## src/rtl/ex_mem_stage.sv

```systemverilog
// EX/MEM pipeline stage: captures the execute beat, resolves branches and overflow traps,
// and hands beats to the memory stage through a 2-entry skid buffer with a registered ready.
module ex_mem_stage #(
  parameter int SIZE  = 64,
  parameter int CNT_W = 32
) (
  input  logic             clk,
  input  logic             reset,
  input  logic             flush,
  input  logic             in_valid,
  output logic             in_ready,
  input  logic [SIZE-1:0]  alu_result,
  input  logic             alu_overflow,
  input  logic             alu_zero,
  input  logic             alu_equal,
  input  logic             alu_less,
  input  logic [SIZE-1:0]  store_data,
  input  logic [4:0]       rd,
  input  logic             reg_write,
  input  logic             mem_read,
  input  logic             mem_write,
  input  logic [2:0]       branch_type,
  input  logic             trap_en,
  output logic             out_valid,
  input  logic             out_ready,
  output logic [SIZE-1:0]  out_result,
  output logic [SIZE-1:0]  out_store_data,
  output logic [4:0]       out_rd,
  output logic             out_reg_write,
  output logic             out_mem_read,
  output logic             out_mem_write,
  output logic             out_branch_taken,
  output logic             out_trap,
  output logic [CNT_W-1:0] stall_count
);

  typedef enum logic [1:0] {EMPTY, ONE, FULL} state_t;

  typedef struct packed {
    logic [SIZE-1:0] result;
    logic [SIZE-1:0] store_data;
    logic [4:0]      rd;
    logic            reg_write;
    logic            mem_read;
    logic            mem_write;
    logic            branch_taken;
    logic            trap;
    logic            zero;
  } beat_t;

  function automatic logic resolve_branch(input logic [2:0] bt, input logic eq, input logic lt);
    logic taken;
    case (bt)
      3'd1:    taken = eq;
      3'd2:    taken = ~eq;
      3'd3:    taken = lt;
      3'd4:    taken = ~lt;
      3'd5:    taken = 1'b1;
      default: taken = 1'b0;
    endcase
    return taken;
  endfunction

  function automatic logic [CNT_W-1:0] sat_inc(input logic [CNT_W-1:0] c);
    return (&c) ? c : c + CNT_W'(1);
  endfunction

  state_t            r_state;
  beat_t             r_main;
  beat_t             r_skid;
  logic [CNT_W-1:0]  r_stall;
  beat_t             w_in_beat;
  logic              w_accept;
  logic              w_out_valid;

  // Capture-time decode: a trapped instruction must not commit any architectural write.
  always_comb begin
    w_in_beat              = '0;
    w_in_beat.result       = alu_result;
    w_in_beat.store_data   = store_data;
    w_in_beat.rd           = rd;
    w_in_beat.trap         = alu_overflow & trap_en;
    w_in_beat.reg_write    = reg_write & ~w_in_beat.trap;
    w_in_beat.mem_write    = mem_write & ~w_in_beat.trap;
    w_in_beat.mem_read     = mem_read;
    w_in_beat.branch_taken = resolve_branch(branch_type, alu_equal, alu_less);
    w_in_beat.zero         = alu_zero;
  end

  assign w_out_valid = (r_state != EMPTY);
  assign in_ready    = (r_state != FULL) & ~reset;
  assign w_accept    = in_valid & in_ready;

  // Stage register: main entry feeds the memory stage, skid absorbs one beat of backpressure.
  always_ff @(posedge clk) begin
    if (reset) begin
      r_state <= EMPTY;
      r_main  <= '0;
      r_skid  <= '0;
      r_stall <= '0;
    end else begin
      if (w_out_valid && !out_ready)
        r_stall <= sat_inc(r_stall);
      if (flush) begin
        r_state <= EMPTY;
      end else begin
        case (r_state)
          EMPTY: begin
            if (w_accept) begin
              r_main  <= w_in_beat;
              r_state <= ONE;
            end
          end
          ONE: begin
            if (w_accept && out_ready) begin
              r_main <= w_in_beat;
            end else if (w_accept) begin
              r_skid  <= w_in_beat;
              r_state <= FULL;
            end else if (out_ready) begin
              r_state <= EMPTY;
            end
          end
          FULL: begin
            if (out_ready) begin
              r_main  <= r_skid;
              r_state <= ONE;
            end
          end
          default: r_state <= EMPTY;
        endcase
      end
    end
  end

  assign out_valid        = w_out_valid;
  assign out_result       = r_main.result;
  assign out_store_data   = r_main.store_data;
  assign out_rd           = r_main.rd;
  assign out_reg_write    = r_main.reg_write & w_out_valid;
  assign out_mem_read     = r_main.mem_read & w_out_valid;
  assign out_mem_write    = r_main.mem_write & w_out_valid;
  assign out_branch_taken = r_main.branch_taken & w_out_valid;
  assign out_trap         = r_main.trap & w_out_valid;
  assign stall_count      = r_stall;

endmodule
```

## config.mk

```make
export PLATFORM = sky130hd
export DESIGN_NAME = ex_mem_stage
export DESIGN_NICKNAME = d
export VERILOG_FILES = /design/src/rtl/ex_mem_stage.sv
export SDC_FILE = /design/constraint.sdc
export NUM_CORES = 1
export LEC_CHECK = 0
export ABC_AREA = 1
export CORE_UTILIZATION = 55
export DETAILED_ROUTE_END_ITERATION = 12
export GPL_ROUTABILITY_DRIVEN = 0
export PLACE_DENSITY_LB_ADDON = 0.05
export SYNTH_ARGS = -nofsm -noshare
export SYNTH_HDL_FRONTEND = slang
export SYNTH_SLANG_ARGS = --single-unit
```

## constraint.sdc

```tcl
create_clock -name clk -period 3.49 [get_ports clk]
set_clock_uncertainty 0.1 [all_clocks]
set_input_delay 1.047 -clock clk [delete_from_list [all_inputs] [get_ports clk]]
set_output_delay 1.047 -clock clk [all_outputs]
set_load 0.05 [all_outputs]
```

==> results of run 1 <==
final cells by class:
| cell class | instances | area share (%) |
|---|---|---|
| Clock buffer | 55 | 6.132 |
| Clock inverter | 5 | 0.2832 |
| Timing Repair Buffer | 338 | 19.36 |
| Sequential cell | 310 | 35.12 |
| Multi-Input combinational cell | 1417 | 34.60 |
| Antenna cell | 2 | 0.02832 |
| Tap cell | 330 | 2.337 |
| Inverter | 98 | 2.139 |
flip-flops by register name, summed over array words and instances, names as in the netlist:
| register | count |
|---|---|
| r_skid | 138 |
| out_result | 64 |
| out_store_data | 64 |
| stall_count | 32 |
| out_rd | 5 |
| r_main | 5 |
| r_state | 2 |
path summary, 6_finish.rpt:
check	from	end	slack (ns)	cells after the start
max reg2reg	r_state[1]	r_main[3]	1.13	6
min	r_skid[87]	r_skid[87]	0.34	2
max	r_state[1]	out_branch_taken	0.14	3
min reg2reg	r_skid[87]	r_skid[87]	0.34	2
per-layer routing:
| layer | GRT usage (%) | part of all wire, % | vias up |
|---|---|---|---|
| met5 | 0 | 0.030 | - |
| met4 | 10.32 | 3.4 | 2 |
| met3 | 7.440 | 9.0 | 71 |
| met2 | 42.58 | 45 | 422 |
| met1 | 33.62 | 43 | 5933 |
| li1 | - | - | 6683 |
power groups by stage:
stage / Combinational, W / Sequential (W) / Clock [W]
after global placement: 0.00104 / 0.00376 / 0
after global routing: 0.00115 / 0.00369 / 0.00383
after detailed placement: 0.00106 / 0.00376 / 0
after CTS: 0.00106 / 0.00369 / 0.00368
after floorplan: 0.000749 / 0.00375 / 0
final: 0.00106 / 0.00368 / 0.00363
cell usage in the layout (no fill, tap or decap), drive strengths merged:
cell	Yosys	layout
nand3	19	19
ha	1	1
bufinv	0	1
nor2	494	494
diode	0	2
dfxtp	310	310
clkbuf	72	55
nand2	439	439
a211oi	1	1
xnor2	7	7
clkdlybuf4s50	0	318
nor3	3	3
and2	2	2
a221oi	1	1
o21ai	343	343
a21oi	91	91
nand4	7	7
inv	98	98
clkinv	0	4
buf	188	20
nor3b	1	1
xor2	8	8
cell families after synthesis:
| group | synth area share (%) |
|---|---|
| AOI/OAI and AO/OA | 15.29 |
| and+or+nand+nor | 26.19 |
| buffers and inverters | 14.15 |
| DFF | 43.36 |
| xor gates and xnor gates | 0.9179 |
| adders and majority gates | 0.08741 |
metrics by stage:
| stage | setup slack [ns] | cell area (sq um) | total power [W] | utilization, % | hold slack [ns] |
|---|---|---|---|---|---|
| 5_1_grt | 0.06714 | 17670 | 0.008677 | 69.77 | 0.3607 |
| 3_5_place_dp | 0.3232 | 16530 | 0.004820 | 65.27 | 0.3376 |
| 2_1_floorplan | 0.2839 | 14310 | 0.004501 | - | 0.3245 |
| 4_1_cts | 0.1169 | 17660 | 0.008432 | 69.75 | 0.3462 |
| 3_3_place_gp | 0.3725 | 16530 | 0.004802 | 65.27 | 0.3323 |
| 6_report | 0.1398 | 17670 | 0.008379 | 69.77 | 0.3447 |
worst min-delay path, stage by stage, from the launching register on:
cell     delay (ns)
dfxtp_1        0.29
inv_1          0.05
a21oi_1        0.05
==> flow_summary.ini, run 1 <==
[clock_tree]
clock_latency_ns = 0.51
post_cts.repair.setup_buffers = 0
cts_buffer_depth = 3
h-tree-depth = 2
cts_tree = done
ctsHoldBuffers = 0
cts.sinks = 310
numCtsBuffers = 35
cts_root_buf = clkbuf_16
post_cts_resized = 0
clk_pin_slew_ns = 0.06

[synth]
synthesis.instances = 2085
syn_avg_cell_area_sq_um = 6.864
async_flop_share_pct = 0
yosysSeqAreaShare_pct = 43.36
synth_flop_cell = dfxtp_1
synth_top_area_share_pct = 43.36
yosys-top-cells-count = 488 x nor2_1, 434 x nand2_1, 310 x dfxtp_1, 310 x o21ai_0, 140 x buf_4
yosys_warnings = 0
ys_types = 31
synth.cell_area_sq_um = 14310
synthTopCellsByArea = dfxtp_1 43%, nor2_1 13%, nand2_1 11%
synth.net_count = 2235
synth-edff-count = 0
synth.most_common_cell = nor2_1
yosys.area.top_type = dfxtp_1
ys_ff_latch = 310

[grt]
grt_max_degree = 141
grt_pass1_vias = 11480
track_usage_pct = 26.55
grt_pass1_wl_mm = 57.60
antenna_found_initial = 5
grt_remaining_overflow = 0

[finish]
stdcell_count = 2555
seq_area_sq_um = 6206
fin_nets = 2350
multi_input_area_sq_um = 6113
drive_above_1_share_pct = 4.049
area_growth_syn_to_layout_pct = 23.45
n_fill_cell = 2159

[routing]
vias = 13110
wl_mm = 36.49
post_drt_via_cell_ratio = 5.132
drtPass1Iterations = 7
drt_iter0_markers = 1071
avgRoutedWirePerCell_um = 14.28
ant_nets = 0
remaining_drc_errors = 0

[power]
p_seq_share_pct = 44.0
p_clk_share_pct = 43.4
combPwrFrac_pct = 12.7
switching_share_pct = 25.36
power.density_nw_per_um2 = 474.2
leakage_nw = 6.820
ir_drop_mv = 0.4298
cell_internal_pwr_w = 0.006254
switching_power_w = 0.002125

[timing]
rsz0062_at_grt = no
slew_violations = 0
slew_headroom_pct = 35.15
period_minus_slack_ns = 3.350
setup_tns_ns = 0
worstMarginPinSlew_ns = 0.9727
final-setup-viol-count = 0
fmax_mhz = 298.5
finalHoldViolations = 0
finalCritPeriodShare_pct = 95.99

[worst_setup_path]
start_kind = flop
critPathMaxFanout = 7
crit_buf_inv = 1
cp_slowest_stage_delay_ns = 0.87
crit_path_end_kind = output port
worstSetupPathType = flop to output port
crit_path_top_delay_cell = clkdlybuf4s50_1
cp.arrival_ns = 2.20
critPathTopFamily = buffers and inverters
cp_cell_sequence = nor2_4, nor2_1, clkdlybuf4s50_1
required_ns = 2.34

[run]
cap_violations = 0

[floorplan]
die_area_sq_um = 26670
start_util_pct = 56.51
core-area_sq_um = 25330
chipWidth_um = 163.3
ios = 321
die_y_um = 163.3
fp-row-count = 58

[placed_design]
port_buffers = 319
dp_hpwl_mm = 22.94
place_inst = 2493

[worst_hold_path]
hp-class = flop to flop

[status]
status = complete, no violations
Note: power is estimated with default switching activity, not from simulation.
==> run 2: changes to the inputs <==
--- a/config.mk
+++ b/config.mk
@@ -10,6 +10,7 @@
 export DETAILED_ROUTE_END_ITERATION = 12
 export GPL_ROUTABILITY_DRIVEN = 0
 export PLACE_DENSITY_LB_ADDON = 0.05
+export SLEW_MARGIN = 25
 export SYNTH_ARGS = -nofsm -noshare
 export SYNTH_HDL_FRONTEND = slang
 export SYNTH_SLANG_ARGS = --single-unit
==> constraint.sdc (replaced) <==
create_clock -name clk -period 4.1 [get_ports clk]
set_clock_uncertainty 0.1 [all_clocks]
set_input_delay 1.23 -clock clk [delete_from_list [all_inputs] [get_ports clk]]
set_output_delay 1.23 -clock clk [all_outputs]
set_load 0.05 [all_outputs]
==> flow_summary.ini, run 2 (synthesis gave the netlist of run 1 again) <==
[worst_setup_path]
critPathMaxFanout = 7
worst_r2r_path_depth = 9
cp_slowest_stage_delay_ns = 0.90
rrSetupSlack_ns = 1.44
crit_path_top_delay_cell = clkdlybuf4s50_1
required_ns = 2.77
reg2reg_from = r_state[0]
cp.arrival_ns = 2.21
cp_cell_sequence = nor2_4, nor2_1, clkdlybuf4s50_1
crit_path_end_kind = output port
worstSetupPathType = flop to output port
r2r-end = out_result[41]
start_kind = flop

[clock_tree]
cts.sinks = 310
clock_latency_ns = 0.51
numCtsBuffers = 35
h-tree-depth = 2
cts_buffer_depth = 3
cts_tree = done
ctsHoldBuffers = 0
cts_root_buf = clkbuf_16
post_cts.repair.setup_buffers = 0
post_cts_resized = 0
clk_pin_slew_ns = 0.06

[routing]
ant_nets = 0
remaining_drc_errors = 0
avgRoutedWirePerCell_um = 14.23
vias = 12850
drt_iter0_markers = 1031
post_drt_via_cell_ratio = 5.032
drtPass1Iterations = 5
wl_mm = 36.33

[finish]
drive_above_1_share_pct = 3.919
fin_nets = 2346
final_cell_area_sq_um = 17610
largest_reg_flops = 138
regMostFlops = r_skid
mostFrequentLayoutCells = 488 x nor2_1, 434 x nand2_1, 318 x clkdlybuf4s50_1, 310 x o21ai_0, 310 x dfxtp_1
area_growth_syn_to_layout_pct = 23.07
n_fill_cell = 2211
mostFrequentLayoutCell = nor2_1

[timing]
final-setup-viol-count = 0
setup_tns_ns = 0
fmax_mhz = 282.3
worst_slack_ns = 0.5580
slew_headroom_pct = 34.69
worstMarginPinSlew_ns = 0.9796
finalCritPeriodShare_pct = 86.39
hold_ws_ns = 0.3454
finalHoldViolations = 0
slew_violations = 0
rsz0062_at_grt = no
period_minus_slack_ns = 3.542

[run]
cap_violations = 0

[worst_hold_path]
hp-class = flop to flop
whs_path_depth = 2
holdPathEnd = r_skid[126]
hp-start = r_skid[126]

[placed_design]
placed_cell_area_sq_um = 16480
pre_cts_slack_ns = 0.6090
dp_hpwl_mm = 22.58
port_buffers = 319

[floorplan]
core-area_sq_um = 25330
die_y_um = 163.3
start_util_pct = 56.51
ios = 321
die_area_sq_um = 26670
fp-row-count = 58
chipWidth_um = 163.3

[grt]
antenna_found_initial = 5
grt_pass1_wl_mm = 57.77
grt_max_degree = 191
track_usage_pct = 26.71
grt_pass1_vias = 11530
grt_remaining_overflow = 0

[status]
status = complete, no violations

[power]
leakage_nw = 6.797
ir_drop_mv = 0.3944
power.density_nw_per_um2 = 402.8
-- run 2: per-stage QoR --
stage	total power, W	utilization, %	std cells
floorplan	0.003831	-	2085
finish	0.007094	69.55	2553
detailed placement	0.004098	65.05	2489
CTS	0.007141	69.52	2550
global placement	0.004083	65.05	2489
global route	0.007358	69.53	2551
-- run 2: worst max-delay path by stage --
stage,start,to
after CTS,r_state[1],out_branch_taken
after global routing,r_state[1],out_branch_taken
after floorplan,reset,in_ready
after detailed placement,reset,in_ready
final,r_state[1],out_branch_taken
after global placement,reset,in_ready
-- run 2: metal layers --
metal / up-vias / share of wire (%) / wire length, um / GRT usage [%]
met5: - / 0.077 / 28 / 0
met2: 338 / 46 / 16790 / 44.13
met1: 5746 / 42 / 15290 / 32.77
li1: 6678 / - / - / -
met3: 80 / 8.1 / 2960 / 7.643
met4: 4 / 3.5 / 1255 / 10.07
-- run 2: layout make-up --
cell class                      instances  area (sq um)  share of cell area, %
Antenna cell                            3         7.507                0.04262
Clock inverter                          4         20.02                 0.1137
Sequential cell                       310          6206                  35.23
Timing Repair Buffer                  334          3366                  19.11
Clock buffer                           57          1111                  6.308
Inverter                               98         377.9                  2.145
Tap cell                              330         412.9                  2.344
Multi-Input combinational cell       1417          6113                  34.71
-- run 2: power by group --
part	switching, W	total, W	internal (W)
logic	0.000540	0.000897	0.000357
clock network	0.00122	0.00306	0.00184
registers	0.0000413	0.00314	0.00310
-- run 2: worst max-delay path: cells and delay by family, from the launching register on --
family | cells | cell delay [ns]
buffers and inverters | 1 | 0.90
flip-flops | 1 | 0.55
AND/OR/NAND/NOR | 2 | 0.25
==> run 3: changes to the inputs <==
--- a/config.mk
+++ b/config.mk
@@ -5,8 +5,9 @@
 export SDC_FILE = /design/constraint.sdc
 export NUM_CORES = 1
 export LEC_CHECK = 0
-export ABC_AREA = 1
-export CORE_UTILIZATION = 55
+export CELL_PAD_IN_SITES_DETAIL_PLACEMENT = 2
+export CELL_PAD_IN_SITES_GLOBAL_PLACEMENT = 2
+export CORE_UTILIZATION = 30
 export DETAILED_ROUTE_END_ITERATION = 12
 export GPL_ROUTABILITY_DRIVEN = 0
 export PLACE_DENSITY_LB_ADDON = 0.05
==> flow_summary.ini, run 3 <==
[grt]
grt_pass1_vias = 12920
grt_max_degree = 141
track_usage_pct = 20.11
antenna_found_initial = 11
grt_remaining_overflow = 0
grt_pass1_wl_mm = 71.45

[floorplan]
fp-row-count = 77
core-area_sq_um = 44120
die_area_sq_um = 45480
ios = 321
start_util_pct = 30.34
die_y_um = 213.3
chipWidth_um = 213.3

[synth]
yosys.area.top_type = dfxtp_1
synth-edff-count = 0
yosys.area_share.simple_pct = 24.18
synthMuxAreaShare_pct = 0.1589
synth.most_common_cell = nand2_1
syn_avg_cell_area_sq_um = 7.757
synth_top_area_share_pct = 46.35
synth_compound_area_share_pct = 17.02
yosys_warnings = 0
yosysSeqAreaShare_pct = 46.35
synthTopCellsByArea = dfxtp_1 46%, nand2_1 16%, a311oi_1 9.0%
synthAdderAreaFrac_pct = 0.09345
synth_flop_cell = dfxtp_1
synth_xor_area_share_pct = 0.1308
ys_ff_latch = 310
synth.net_count = 1876
synthesis.instances = 1726
synth_top_family_by_area = simple AND/OR/NAND/NOR gates
async_flop_share_pct = 0
synth.cell_area_sq_um = 13390
ys_types = 43
yosys-top-cells-count = 561 x nand2_1, 310 x dfxtp_1, 170 x a21oi_1, 150 x nor2_1, 137 x a311oi_1

[finish]
area_growth_syn_to_layout_pct = 29.76
mostFrequentLayoutCell = nand2_1
final_cell_area_sq_um = 17370
regMostFlops = r_skid
drive_above_1_share_pct = 5.080
fin_nets = 1997
n_fill_cell = 5021
stdcell_count = 2468
fin_util_pct = 39.38
largest_reg_flops = 138
mostFrequentLayoutCells = 561 x nand2_1, 317 x clkdlybuf4s50_1, 310 x dfxtp_1, 170 x a21oi_1, 150 x nor2_1

[clock_tree]
post_cts_resized = 0
numCtsBuffers = 39
clk_pin_slew_ns = 0.06
post_cts.repair.setup_buffers = 0
clock_latency_ns = 0.54
cts.sinks = 310
cts_root_buf = clkbuf_16
ctsHoldBuffers = 0
cts_tree = done
h-tree-depth = 2
cts_buffer_depth = 3

[power]
power.density_nw_per_um2 = 422.1
p_clk_share_pct = 45.4
cell_internal_pwr_w = 0.005422
combPwrFrac_pct = 11.8
switching_share_pct = 26.06
p_seq_share_pct = 42.8
leakage_nw = 5.784
ir_drop_mv = 0.2980
switching_power_w = 0.001911

[timing]
rsz0062_at_grt = no
slew_violations = 0
finalHoldViolations = 0
period_minus_slack_ns = 3.754
worstMarginPinSlew_ns = 0.9974
setup_tns_ns = 0
slew_headroom_pct = 33.50
finalCritPeriodShare_pct = 91.55
hold_ws_ns = 0.3559
fmax_mhz = 266.4
final-setup-viol-count = 0

[routing]
drtPass1Iterations = 5
post_drt_via_cell_ratio = 5.024
avgRoutedWirePerCell_um = 18.99
drt_iter0_markers = 513
remaining_drc_errors = 0
wl_mm = 46.87
vias = 12400
ant_nets = 0

[placed_design]
dp_hpwl_mm = 29.59
placed_cell_area_sq_um = 16130
port_buffers = 319
place_inst = 2398

[worst_setup_path]
crit_path_end_kind = output port
worstSetupPathType = flop to output port
start_kind = flop
required_ns = 2.77
cp.arrival_ns = 2.42
critPathMaxFanout = 8
cp_cell_sequence = nor2_1, nor2b_1, clkdlybuf4s50_1
cp_slowest_stage_delay_ns = 0.80
crit_path_top_delay_cell = clkdlybuf4s50_1

[status]
status = complete, no violations

[worst_hold_path]
hp-class = flop to flop

[run]
cap_violations = 0
[run 3: final timing paths]
path / start / to / slack [ns] / depth (start not counted)
max: r_state[1] / out_branch_taken / 0.35 / 3
min reg2reg: r_skid[54] / r_skid[54] / 0.36 / 2
max reg2reg: stall_count[18] / stall_count[6] / 1.61 / 5
min: r_skid[54] / r_skid[54] / 0.36 / 2
[run 3: metal layers]
layer / track usage, % / wire (um)
met3: 6.589 / 3170
met5: 0 / 64
met1: 23.63 / 20260
met2: 34.90 / 22530
met4: 5.320 / 841
[run 3: per-stage QoR]
stage	power [W]	worst slack (ns)
after CTS	0.007470	0.2005
final	0.007333	0.3465
after detailed placement	0.004075	0.2655
after floorplan	0.003772	0.3292
after global routing	0.007638	0.1176
after global placement	0.004058	0.3245
[run 3: cells by family (layout without fill, tap and decap cells)]
family	count (synthesis)	after routing
mux	2	2
fa+ha+maj	1	1
buf+inv	269	413
xor+xnor	2	2
other cells	0	6
compound gates	345	345
flops	310	310
simple gates	797	797
[run 3: layout make-up]
class | instances | area (sq um) | area share (%)
Multi-Input combinational cell | 1147 | 5617 | 32.33
Timing Repair Buffer | 343 | 3551 | 20.44
Antenna cell | 6 | 15.01 | 0.08642
Tap cell | 592 | 740.7 | 4.263
Clock buffer | 59 | 1194 | 6.870
Inverter | 6 | 22.52 | 0.1296
Clock inverter | 5 | 28.78 | 0.1656
Sequential cell | 310 | 6206 | 35.72
[run 3: worst max-delay path: cells and delay by family, from the launching register on]
kind                   cells  cell delay, ns
flip-flops                 1            0.41
buffers and inverters      1            0.80
AND/OR/NAND/NOR            2            0.66
[run 3: power groups by stage]
| stage | logic, W | clock network (W) | registers [W] |
|---|---|---|---|
| floorplan | 0.000580 | 0 | 0.00319 |
| global placement | 0.000857 | 0 | 0.00320 |
| detailed placement | 0.000870 | 0 | 0.00321 |
| CTS | 0.000874 | 0.00345 | 0.00314 |
| global route | 0.000920 | 0.00357 | 0.00315 |
| finish | 0.000863 | 0.00333 | 0.00314 |
